$ cat src/rtl/fcb_load_sequencer.sv
// fcb_load_sequencer: walks the FCB through length/checksum/control setup,
// streams bitstream words fetched from memory into the data register, gates
// each word on the status register, optionally runs the readback pass, and
// reports completion with an error code.
module fcb_load_sequencer #(
    parameter int AW       = 32,
    parameter int TIMEOUT  = 4096,
    parameter int POLL_GAP = 4
) (
    input  logic          clk,
    input  logic          reset,
    input  logic          start,
    input  logic [AW-1:0] base_addr,
    input  logic [31:0]   bit_len,
    input  logic [31:0]   exp_checksum,
    input  logic          verify,
    output logic          mem_req,
    output logic [AW-1:0] mem_addr,
    input  logic          mem_ack,
    input  logic [31:0]   mem_rdata,
    output logic          m_cyc,
    output logic          m_stb,
    output logic          m_we,
    output logic [2:0]    m_adr,
    output logic [3:0]    m_sel,
    output logic [31:0]   m_dat_o,
    input  logic [31:0]   m_dat_i,
    output logic          busy,
    output logic          done,
    output logic [1:0]    err_code
);

    // A zero gap would let a status read follow a write back-to-back.
    localparam int GAP = (POLL_GAP < 1) ? 1 : POLL_GAP;
    localparam int TW  = $clog2(TIMEOUT + 1);
    localparam int GW  = $clog2(GAP + 1);

    typedef enum logic [3:0] {
        IDLE, WR_LEN, WR_CHK, WR_CTL, FETCH, PUSH,
        POLL, VERIFY_OR_END, RB_POLL, CLOSE, FIN
    } state_t;

    state_t          state_q, state_d;
    logic            ph_q, ph_d;
    logic [GW-1:0]   pcnt_q, pcnt_d;
    logic [TW-1:0]   tmo_q, tmo_d;
    logic [27:0]     idx_q, idx_d;
    logic [27:0]     nw_q, nw_d;
    logic [AW-1:0]   addr_q, addr_d;
    logic [1:0]      err_q, err_d;
    logic [1:0]      err_code_q, err_code_d;
    logic [31:0]     len_q, chk_q, word_q;
    logic            vfy_q;

    logic            acc_en, acc_we;
    logic [2:0]      acc_adr;
    logic [31:0]     acc_dat;
    logic            poll_rd, poll_to;
    logic            unused_ok;

    assign unused_ok = ^m_dat_i[31:4];

    // Timeout counter saturates at TIMEOUT instead of wrapping.
    function automatic logic [TW-1:0] sat_inc(input logic [TW-1:0] v);
        return (v == TW'(TIMEOUT)) ? v : v + TW'(1);
    endfunction

    // ceil(bits/32) with a carry bit so lengths near 2^32 do not wrap.
    function automatic logic [27:0] word_count(input logic [31:0] bits);
        logic [32:0] s;
        s = {1'b0, bits} + 33'd31;
        return s[32:5];
    endfunction

    // Control state: FSM, counters, address pointer and error code.
    always_ff @(posedge clk) begin
        if (reset) begin
            state_q    <= IDLE;
            ph_q       <= 1'b0;
            pcnt_q     <= '0;
            tmo_q      <= '0;
            idx_q      <= '0;
            nw_q       <= '0;
            addr_q     <= '0;
            err_q      <= '0;
            err_code_q <= '0;
        end else begin
            state_q    <= state_d;
            ph_q       <= ph_d;
            pcnt_q     <= pcnt_d;
            tmo_q      <= tmo_d;
            idx_q      <= idx_d;
            nw_q       <= nw_d;
            addr_q     <= addr_d;
            err_q      <= err_d;
            err_code_q <= err_code_d;
        end
    end

    // Command operands and the fetched word; only read while their state is valid.
    always_ff @(posedge clk) begin
        if (state_q == IDLE && start) begin
            len_q <= bit_len;
            chk_q <= exp_checksum;
            vfy_q <= verify;
        end
        if (state_q == FETCH && mem_ack) begin
            word_q <= mem_rdata;
        end
    end

    // Next-state and bus outputs; every write state spends one idle cycle
    // before its access so FCB accesses are never back-to-back.
    always_comb begin
        state_d    = state_q;
        ph_d       = 1'b0;
        pcnt_d     = '0;
        tmo_d      = '0;
        idx_d      = idx_q;
        nw_d       = nw_q;
        addr_d     = addr_q;
        err_d      = err_q;
        err_code_d = err_code_q;
        acc_en     = 1'b0;
        acc_we     = 1'b0;
        acc_adr    = 3'd0;
        acc_dat    = 32'd0;
        poll_rd    = 1'b0;
        poll_to    = 1'b0;
        mem_req    = 1'b0;
        done       = 1'b0;
        m_cyc      = 1'b0;
        m_stb      = 1'b0;
        m_we       = 1'b0;
        m_adr      = 3'd0;
        m_sel      = 4'h0;
        m_dat_o    = 32'd0;

        if (state_q == POLL || state_q == RB_POLL) begin
            tmo_d   = sat_inc(tmo_q);
            poll_to = (tmo_q == TW'(TIMEOUT));
            poll_rd = !poll_to && (pcnt_q == GW'(GAP));
            if (poll_rd) begin
                pcnt_d  = GW'(GAP - 1);
                acc_en  = 1'b1;
                acc_adr = 3'd4;
            end else begin
                pcnt_d = (pcnt_q == GW'(GAP)) ? pcnt_q : pcnt_q + GW'(1);
            end
        end

        case (state_q)
            IDLE: begin
                if (start) begin
                    addr_d = base_addr;
                    idx_d  = '0;
                    nw_d   = word_count(bit_len);
                    err_d  = 2'd0;
                    if (bit_len == 32'd0) begin
                        err_d   = 2'd3;
                        state_d = FIN;
                    end else begin
                        state_d = WR_LEN;
                    end
                end
            end
            WR_LEN: begin
                if (!ph_q) ph_d = 1'b1;
                else begin
                    acc_en = 1'b1; acc_we = 1'b1; acc_adr = 3'd2; acc_dat = len_q;
                    state_d = WR_CHK;
                end
            end
            WR_CHK: begin
                if (!ph_q) ph_d = 1'b1;
                else begin
                    acc_en = 1'b1; acc_we = 1'b1; acc_adr = 3'd3; acc_dat = chk_q;
                    state_d = WR_CTL;
                end
            end
            WR_CTL: begin
                if (!ph_q) ph_d = 1'b1;
                else begin
                    acc_en = 1'b1; acc_we = 1'b1; acc_adr = 3'd0; acc_dat = 32'h1;
                    state_d = FETCH;
                end
            end
            FETCH: begin
                mem_req = 1'b1;
                if (mem_ack) state_d = PUSH;
            end
            PUSH: begin
                if (!ph_q) ph_d = 1'b1;
                else begin
                    acc_en = 1'b1; acc_we = 1'b1; acc_adr = 3'd1; acc_dat = word_q;
                    idx_d   = idx_q + 28'd1;
                    addr_d  = addr_q + AW'(4);
                    state_d = POLL;
                end
            end
            POLL: begin
                if (poll_to) begin
                    err_d   = 2'd1;
                    state_d = CLOSE;
                end else if (poll_rd) begin
                    if (m_dat_i[1])                      state_d = VERIFY_OR_END;
                    else if (m_dat_i[0] && idx_q < nw_q) state_d = FETCH;
                end
            end
            VERIFY_OR_END: begin
                if (!vfy_q) state_d = CLOSE;
                else if (!ph_q) ph_d = 1'b1;
                else begin
                    acc_en = 1'b1; acc_we = 1'b1; acc_adr = 3'd0; acc_dat = 32'h2;
                    state_d = RB_POLL;
                end
            end
            RB_POLL: begin
                if (poll_to) begin
                    err_d   = 2'd1;
                    state_d = CLOSE;
                end else if (poll_rd) begin
                    // nmatch wins when both flags are raised
                    if (m_dat_i[3]) begin
                        err_d   = 2'd2;
                        state_d = CLOSE;
                    end else if (m_dat_i[2]) begin
                        err_d   = 2'd0;
                        state_d = CLOSE;
                    end
                end
            end
            CLOSE: begin
                if (!ph_q) ph_d = 1'b1;
                else begin
                    acc_en = 1'b1; acc_we = 1'b1; acc_adr = 3'd0; acc_dat = 32'h0;
                    state_d = FIN;
                end
            end
            FIN: begin
                done    = 1'b1;
                state_d = IDLE;
            end
            default: state_d = IDLE;
        endcase

        if (state_d == FIN && state_q != FIN) err_code_d = err_d;

        if (acc_en) begin
            m_cyc   = 1'b1;
            m_stb   = 1'b1;
            m_we    = acc_we;
            m_adr   = acc_adr;
            m_sel   = 4'hF;
            m_dat_o = acc_dat;
        end
    end

    assign busy     = (state_q != IDLE);
    assign mem_addr = addr_q;
    assign err_code = err_code_q;

endmodule
$ cat config.mk
export PLATFORM = sky130hd
export DESIGN_NAME = fcb_load_sequencer
export DESIGN_NICKNAME = d
export VERILOG_FILES = /design/src/rtl/fcb_load_sequencer.sv
export SDC_FILE = /design/constraint.sdc
export NUM_CORES = 1
export LEC_CHECK = 0
export CAP_MARGIN = 10
export CORE_UTILIZATION = 50
export CTS_BUF_LIST = sky130_fd_sc_hd__clkbuf_4
export CTS_CLUSTER_SIZE = 8
export DETAILED_ROUTE_END_ITERATION = 10
export DONT_BUFFER_PORTS = 1
export GPL_TIMING_DRIVEN = 0
export SYNTH_ARGS = -nofsm -noshare
export SYNTH_HDL_FRONTEND = slang
export SYNTH_SLANG_ARGS = --single-unit
$ cat constraint.sdc
create_clock -name clk -period 7.7 [get_ports clk]
set_input_delay 1.155 -clock clk [delete_from_list [all_inputs] [get_ports clk]]
set_output_delay 1.155 -clock clk [all_outputs]
set_load 0.01 [all_outputs]
* Word level (Yosys, flattened, before mapping)
Index checks and enable logic that the tools add are counted.
** Storage, ports and cells
- Bits in registers :: 210
- Bits of input ports :: 165
- Output and inout bits :: 79
- Word-level logic and storage cells :: 125
** Operators by class
- Add/sub/neg operators :: 5
- $lt $le $gt $ge :: 1
- Equal/unequal tests :: 17
- Muxes and demuxes :: 70
- Bitwise gates (word level) :: 1
- Reductions and logical operators :: 17
** Operators by type and width (count)
- $mux W32 :: 6
- $pmux W32 S5 :: 1
- $mux W4 :: 19
- $pmux W32 S2 :: 1
- $mux W28 :: 2
- $pmux W28 S2 :: 1
- $pmux W4 S10 :: 1
- $add A32 B5 Y33 const B :: 1
- $add A32 B3 Y32 const B :: 1
- $logic_not A32 Y1 :: 1
- $add A28 B1 Y28 const B :: 1
- $lt A28 B28 Y1 :: 1
- $mux W3 :: 8
- $mux W2 :: 11
- $eq A4 B3 Y1 const B :: 4
- $eq A4 B4 Y1 const B :: 4
- $mux W1 :: 15
- $pmux W3 S5 :: 1
- $add A13 B1 Y13 const B :: 1
- $eq A13 B13 Y1 const B :: 1
- $eq A4 B2 Y1 const B :: 2
- $pmux W1 S2 :: 3
- $pmux W2 S3 :: 1
- $logic_and A1 B1 Y1 :: 5
- 17 further kinds :: 19

* Depth between registers and ports, before layout
Gate-level depths: netlist of the first run.
- Depth in word-level cells :: 9
- Mapped depth :: 10
- Mapped depth without buffers :: 9

* Least setup slack after synthesis of the first run
No wires, ideal clock.
- Kind :: input to register
- From :: input port start
- To :: register chk_q[0] (enable)
- Library setup time :: 0.455 ns
- Arrival time :: 3.622 ns
- Required time :: 7.245 ns
- Path slack :: 3.623 ns
- Cell stages on the path :: 4
- Cells stage by stage :: nand3_1 > inv_1 > clkbuf_1 > clkbuf_1
** On the way
- Longest elaborated chain between the ends :: 1
** RTL lines
- start: declaration :: RTL line 12 : input logic start,
- $logic_and A1 B1 Y1 :: RTL line 102 : if (state_q == IDLE && start) begin
- end signal: assignment :: RTL line 104 : chk_q <= exp_checksum;
- end: declaration :: RTL line 52 : logic [31:0] len_q, chk_q, word_q;
Every way passes these cells.
A chain may end at the register's enable or synchronous reset.

* Worst setup path in the final report of the first run
- From :: register state_q[1]
- To :: output port m_dat_o[24]
** On the way
- Longest elaborated chain between the ends :: 7
** RTL lines
- start: declaration :: RTL line 43 : state_t state_q, state_d;
- start signal: assignment :: RTL line 88 : state_q <= state_d;
- $eq A4 B3 Y1 / $eq A4 B4 Y1 (equally long branches) :: RTL line 139 : if (state_q == POLL || state_q == RB_POLL) begin
- $logic_or A1 B1 Y1 :: RTL line 139
- $mux W1 :: RTL line 139
- $mux W1
- $mux W1 :: RTL line 211 : if (!vfy_q) state_d = CLOSE;
- $pmux W1 S2 :: RTL line 152 : case (state_q)
- $mux W32 (*) :: RTL line 249 : if (acc_en) begin
- end: declaration :: RTL line 26 : output logic [31:0] m_dat_o,
Mark *: on every way between the ends. The rest lies on a longest branch, timed or not.

==> results of run 1 <==
cell families (layout without fill, tap and decap cells):
group,after synthesis,after routing,synth area share (%)
AO/OA/AOI/OAI,260,260,15.8
XOR/XNOR,50,50,4.25
multiplexers,4,4,0.413
buffers and inverters,110,211,4.33
AND/OR/NAND/NOR,431,431,20.9
other,0,1,0
adder cells (fa/ha/maj),33,33,4.01
flip-flops,210,210,50.3
worst reg2reg max path, stage by stage (launching register included):
cell                       delay [ps]
sky130_fd_sc_hd__dfxtp_1          350
sky130_fd_sc_hd__buf_2            190
sky130_fd_sc_hd__nor2_1           250
sky130_fd_sc_hd__nand3_1          290
sky130_fd_sc_hd__inv_1            140
sky130_fd_sc_hd__clkbuf_1         390
sky130_fd_sc_hd__clkbuf_4         330
sky130_fd_sc_hd__buf_16           320
cells in the mapped netlist (all sizes together), types with 3 or more instances:
| cell | count | share of area, % |
|---|---|---|
| buf | 17 | 0.94 |
| nor2 | 89 | 3.4 |
| and4 | 7 | 0.60 |
| or3 | 14 | 0.85 |
| ha | 33 | 4.0 |
| a21o | 5 | 0.36 |
| o211ai | 3 | 0.27 |
| dfxtp | 113 | 22 |
| nand3b | 5 | 0.40 |
| a211oi | 30 | 2.2 |
| nor4 | 13 | 1.0 |
| a41oi | 4 | 0.41 |
| nor4b | 3 | 0.26 |
| a22oi | 32 | 2.3 |
| a21oi | 86 | 4.2 |
| nor2b | 11 | 0.67 |
| and2 | 9 | 0.55 |
| edfxtp | 97 | 28 |
| o21ai | 65 | 3.2 |
| xnor2 | 19 | 1.6 |
| nand2b | 6 | 0.36 |
| nand4 | 20 | 1.3 |
| o31ai | 3 | 0.22 |
| nor3b | 6 | 0.44 |
| clkbuf | 44 | 1.6 |
| and3 | 22 | 1.4 |
| or4 | 7 | 0.55 |
| a31oi | 3 | 0.18 |
| nand3 | 44 | 2.1 |
| nand2 | 142 | 5.2 |
| o22ai | 8 | 0.49 |
| xor2 | 31 | 2.6 |
| inv | 49 | 1.8 |
| nor3 | 28 | 1.4 |
registers in the layout, summed over array words and instances (netlist names):
signal,count
ph_q,1
vfy_q,1
mem_addr,32
nw_q,28
pcnt_q,3
state_q,4
tmo_q,13
err_q,2
err_code,2
idx_q,28
word_q,32
len_q,32
chk_q,32
power groups by stage:
stage                     Clock, mW  Combinational (mW)  Sequential [mW]
final                          1.01               0.206             1.28
after global routing           1.10               0.229             1.28
after CTS                      1.04               0.206             1.28
after detailed placement          0               0.205             1.30
after global placement            0               0.199             1.30
after floorplan                   0               0.150             1.29
worst paths after layout:
check	endpoint	slack (ps)	cells after the start
worst max-delay path	m_dat_o[24]	3200	7
worst min-delay path	nw_q[0]	450	2
worst max register to register	len_q[31]	5030	7
worst min register to register	nw_q[0]	450	2
metal layers:
layer	GRT usage [%]	part of all wire [%]	vias to the layer above	routed length, µm
met3	7.15	7.2	45	1990
met4	10.3	2.7	0	732
met1	32.0	42	3991	11500
met5	0	0	-	0
li1	-	-	4134	-
met2	43.1	48	273	13300
layout make-up:
| cell class | count | area [µm²] | area share (%) |
|---|---|---|---|
| clock buffer | 88 | 661 | 5.79 |
| inverter | 49 | 184 | 1.61 |
| buffer | 61 | 265 | 2.32 |
| antenna | 1 | 2.50 | 0.0219 |
| clock inverter | 12 | 81.3 | 0.712 |
| sequential | 210 | 5170 | 45.3 |
| tap | 270 | 338 | 2.96 |
| timing repair buffer | 1 | 27.5 | 0.241 |
| multi-input combinational | 778 | 4680 | 41.0 |
==> impl_metrics.ini, run 1 <==
[timing]
timing.max_slew.rel_slack_pct = 36.8
layout_worst_path_cycle_share_pct = 58.4
finalHoldWorstSlack_ps = 451
hold_viol = 0
finClkSkew_ps = 47.6
setup_ws_ps = 3200
rsz0062_at_grt = false
maxSlewViolCount = 0
timing.setup.tns_ps = 0
fin_crit_ps = 4500
worst_pin_slew_ps = 939
setup_viol = 0
timing.fmax_ghz = 0.222

[drt]
routed-via-count = 8443
drtAntennaViolNets = 0
wire_per_inst_um = 18.7
drt_first_iter_violations = 460
drt_drc_violations_left = 0
vias_per_cell = 5.74
finalWirelength_um = 27500
firstDrtPassIters = 5

[setup_path]
cp_common_cell = sky130_fd_sc_hd__clkbuf_1
r2r-start = state_q[2]
crit_path_start_kind = register
critPathBufInv = 3
worst-endpoint-arrival_ps = 3340
setup.worst_path.end_class = output pin
timing_worst_setup_path_type = reg2out
cp_cell_sequence = clkbuf_1 > nor2b_1 > and3_1 > clkbuf_1 > clkbuf_1 > a22oi_1 > nand2_1
worstSetupStartpoint = state_q[1]
slowest_delay_ps = 480
crit_slowest_cell = sky130_fd_sc_hd__clkbuf_1
path_max_fanout = 10
cp.required_ps = 6550
worst_path_dominant_cell_family = buffers and inverters

[floorplan]
initial_utilization_pct = 50.9
die_height_um = 145
die_area_um2 = 21200
design.core.area_um2 = 20200
rows = 52
ios = 244
die_width_um = 145

[synthesis]
synth_enable_flop_cells = 97
ys_seq_area_share_pct = 50.3
synthDistinctLibCells = 69
netlist_instances = 1098
postSynthAreaPerCell_um2 = 9.37
postSynthRegisterBits = 210
yosys_most_used_dff = sky130_fd_sc_hd__dfxtp_1
postSynthNetCount = 1296
synthesis.area_um2 = 10300
synthesis.yosys.warnings = 0
async_reset_ff_share_pct = 0

[clock_tree]
clock_pin_slew_on_the_worst_setup_and_hold_paths_ps = 70
cts_root_buf = sky130_fd_sc_hd__clkbuf_4
cts_buffers = 57
clk_path_buf_depth = 3
postCtsHoldBufs = 0
cts_htree_levels = 2
tritoncts = built
cts_resized = 0
post-cts-setup-buffers = 0
worstSkewPairLatency_ps = 690
cts_num_sinks = 210

[power]
switching_share_pct = 25.6
combinational_share_of_power_pct = 8.3
powerDensity_nw_per_um2 = 218
leakagePower_nw = 4.10
pwr-share-clk_pct = 40.4
cellInternalPower_mw = 1.85
power_frac_seq_pct = 51.3
max-vdd-ir-drop_mv = 0.144
switching_power_uw = 637
power_mw = 2.49

[cells_and_area]
area_growth_pct = 10.9
nNetsFinal = 1356
final_layout_size_suffix_gt1_share_pct = 10.7
nFillCells = 1894
finalInstanceArea_um2 = 11400
fin_util_pct = 56.4
stdcell_count = 1470
most_frequent_cells_in_the_layout = sky130_fd_sc_hd__nand2_1, sky130_fd_sc_hd__dfxtp_1, sky130_fd_sc_hd__edfxtp_1
final_common_cell = sky130_fd_sc_hd__nand2_1

[worst_hold_path]
worstHoldPathType = reg2reg
holdCritStartpoint = nw_q[0]

[status]
run_status = completed

[placement]
placed_cells = 1369
pre_cts_ws_ps = 3860
gp_congestion = 0.870
buffer_ports.inserted = 0
dp_hpwl_um = 19900
placement.cell_area_um2 = 10700

[grt]
grt_start_max_net_pins = 71
grt_antenna_before_repair = 1
grt_overflow_total = 0
grt_util_all_layers_pct = 26.0
first_global_vias = 8401
grt_pass1_wl_um = 43600

[run]
max_cap_viol_count = 0
No activity file was read; power rests on OpenSTA's default activity.
==> inputs of run 2 (changes only) <==
- clock period: 7.7 -> 4.55 ns (I/O delays scaled with it)
==> results of run 2 <==
Same layout as run 1 (identical final DEF). Status: completed.
Main changes from that run: setup slack after placement 3860 ps -> 1180 ps; setup slack after layout 3200 ps -> 526 ps; hold slack 451 ps -> 85.9 ps; register-to-register setup slack 5030 ps -> 1880 ps; end point of the worst hold path nw_q[0] -> len_q[1]; total power 2.49 mW -> 4.21 mW; worst IR drop on VDD 0.144 mV -> 0.243 mV
==> inputs of run 3 (changes only) <==
--- a/config.mk
+++ b/config.mk
@@ -14,2 +14,3 @@
 export GPL_TIMING_DRIVEN = 0
+export PLACE_DENSITY_LB_ADDON = 0.05
 export SYNTH_ARGS = -nofsm -noshare
==> constraint.sdc (replaced) <==
create_clock -name clk -period 4.55 [get_ports clk]
set_input_delay 1.1375 -clock clk [delete_from_list [all_inputs] [get_ports clk]]
set_output_delay 1.1375 -clock clk [all_outputs]
set_load 0.01 [all_outputs]
==> run 3 against run 2 <==
Against the previous run:
- critical path depth up 2
- highest routed layer unchanged
- critical endpoint is now m_dat_o[22]
- first-iteration DRC count up 25%
- fmax is 6.3% lower
- global-route usage is 0.29 points lower
- non-clock buffer count unchanged
- total power is 1.5% lower
- sequential power about the same
==> impl_metrics.ini, run 3 (synthesis gave the netlist of run 1 again) <==
[clock_tree]
worstSkewPairLatency_ps = 670
post-cts-setup-buffers = 0
cts_htree_levels = 2
clk_path_buf_depth = 3
cts_root_buf = sky130_fd_sc_hd__clkbuf_4
clock_pin_slew_on_the_worst_setup_and_hold_paths_ps = 70
tritoncts = built
cts_num_sinks = 210
cts_buffers = 57

[timing]
worst_pin_slew_ps = 906
timing.fmax_ghz = 0.233
setup_viol = 0
finalHoldWorstSlack_ps = 452
maxSlewViolCount = 0
rsz0062_at_grt = false
hold_viol = 0
fin_crit_ps = 4300
timing.max_slew.rel_slack_pct = 39.1
layout_worst_path_cycle_share_pct = 94.4
timing.setup.tns_ps = 0
finClkSkew_ps = 43.6
setup_ws_ps = 255

[power]
power_frac_seq_pct = 52.1
leakagePower_nw = 4.09
switching_power_mw = 1.08
max-vdd-ir-drop_mv = 0.214
switching_share_pct = 26.0
powerDensity_nw_per_um2 = 364
combinational_share_of_power_pct = 8.4
cellInternalPower_mw = 3.07
pwr-share-clk_pct = 39.5

[drt]
firstDrtPassIters = 5
finalWirelength_um = 27300
drtAntennaViolNets = 0
drt_drc_violations_left = 0
drt_first_iter_violations = 573
vias_per_cell = 5.76
wire_per_inst_um = 18.6
routed-via-count = 8456

[grt]
grt_start_max_net_pins = 71
grt_util_all_layers_pct = 25.7
first_global_vias = 8355
grt_antenna_before_repair = 1
grt_pass1_wl_um = 43100
grt_overflow_total = 0

[worst_hold_path]
holdCritStartpoint = nw_q[0]
worstHoldPathType = reg2reg

[floorplan]
die_width_um = 145
initial_utilization_pct = 50.9
die_area_um2 = 21200
die_height_um = 145
rows = 52
ios = 244
design.core.area_um2 = 20200

[setup_path]
worstSetupStartpoint = state_q[3]
crit_path_start_kind = register
crit_slowest_cell = sky130_fd_sc_hd__clkbuf_1
slowest_delay_ps = 460
timing_worst_setup_path_type = reg2out
r2r-start = state_q[2]
worst-endpoint-arrival_ps = 3160
cp_cell_sequence = buf_2 > inv_1 > nand2_1 > nor3_4 > and2_1 > buf_2 > clkbuf_1 > a22oi_1 > nand2_1
cp.required_ps = 3410
path_max_fanout = 10
setup.worst_path.end_class = output pin

[cells_and_area]
nFillCells = 1901
fin_util_pct = 56.3
most_frequent_cells_in_the_layout = sky130_fd_sc_hd__nand2_1, sky130_fd_sc_hd__dfxtp_1, sky130_fd_sc_hd__edfxtp_1
area_growth_pct = 10.6
nNetsFinal = 1356
final_common_cell = sky130_fd_sc_hd__nand2_1
final_layout_size_suffix_gt1_share_pct = 10.8

[run]
max_cap_viol_count = 0

[placement]
buffer_ports.inserted = 0
pre_cts_ws_ps = 757
gp_congestion = 0.865
dp_hpwl_um = 19800

[status]
run_status = completed
run 3: worst max-delay path, delay by kind of cell, from the launching register on:
kind	cells	cell delay [ps]
flops	1	350
buf+inv	4	1070
compound gates	1	130
simple gates	4	960
run 3: area by class of cell:
type / count / area (µm²) / share of cell area (%)
inverter: 49 / 184 / 1.62
clock inverter: 10 / 52.6 / 0.461
timing repair buffer: 1 / 27.5 / 0.242
buffer: 61 / 269 / 2.36
tap: 270 / 338 / 2.97
antenna: 1 / 2.50 / 0.0220
multi-input combinational: 778 / 4690 / 41.2
clock buffer: 87 / 653 / 5.74
sequential: 210 / 5170 / 45.4
run 3: metal layers:
metal | vias to the layer above | global-route usage (%) | share of wire, %
met5 | - | 0 | 0
met3 | 64 | 7.05 | 6.7
met1 | 3990 | 31.3 | 42
met4 | 0 | 10.3 | 3.0
li1 | 4142 | - | -
met2 | 260 | 43.1 | 48
run 3: what timing repair did:
action / in CTS / in global routing
endpoints found under the setup margin: 0 / 30
resized for setup: 0 / 7
hold buffers: 0 / 0
run 3: through the flow:
stage	cells	area (µm²)	total power, mW
CTS	1466	11400	4.20
floorplan	1098	10300	2.44
detailed placement	1369	10700	2.55
global placement	1368	10600	2.54
global route	1467	11400	4.35
finish	1467	11400	4.15
run 3: power groups by stage:
stage	Sequential, mW	Clock, mW	Combinational (mW)
floorplan	2.18	0	0.254
global placement	2.21	0	0.337
detailed placement	2.20	0	0.346
CTS	2.16	1.69	0.348
global route	2.17	1.79	0.389
finish	2.16	1.64	0.347
run 3: worst paths after layout:
kind | endpoint | slack (ps) | cells after the start
max | m_dat_o[22] | 250 | 9
min reg2reg | nw_q[0] | 450 | 2
max reg2reg | chk_q[12] | 1890 | 7
min | nw_q[0] | 450 | 2
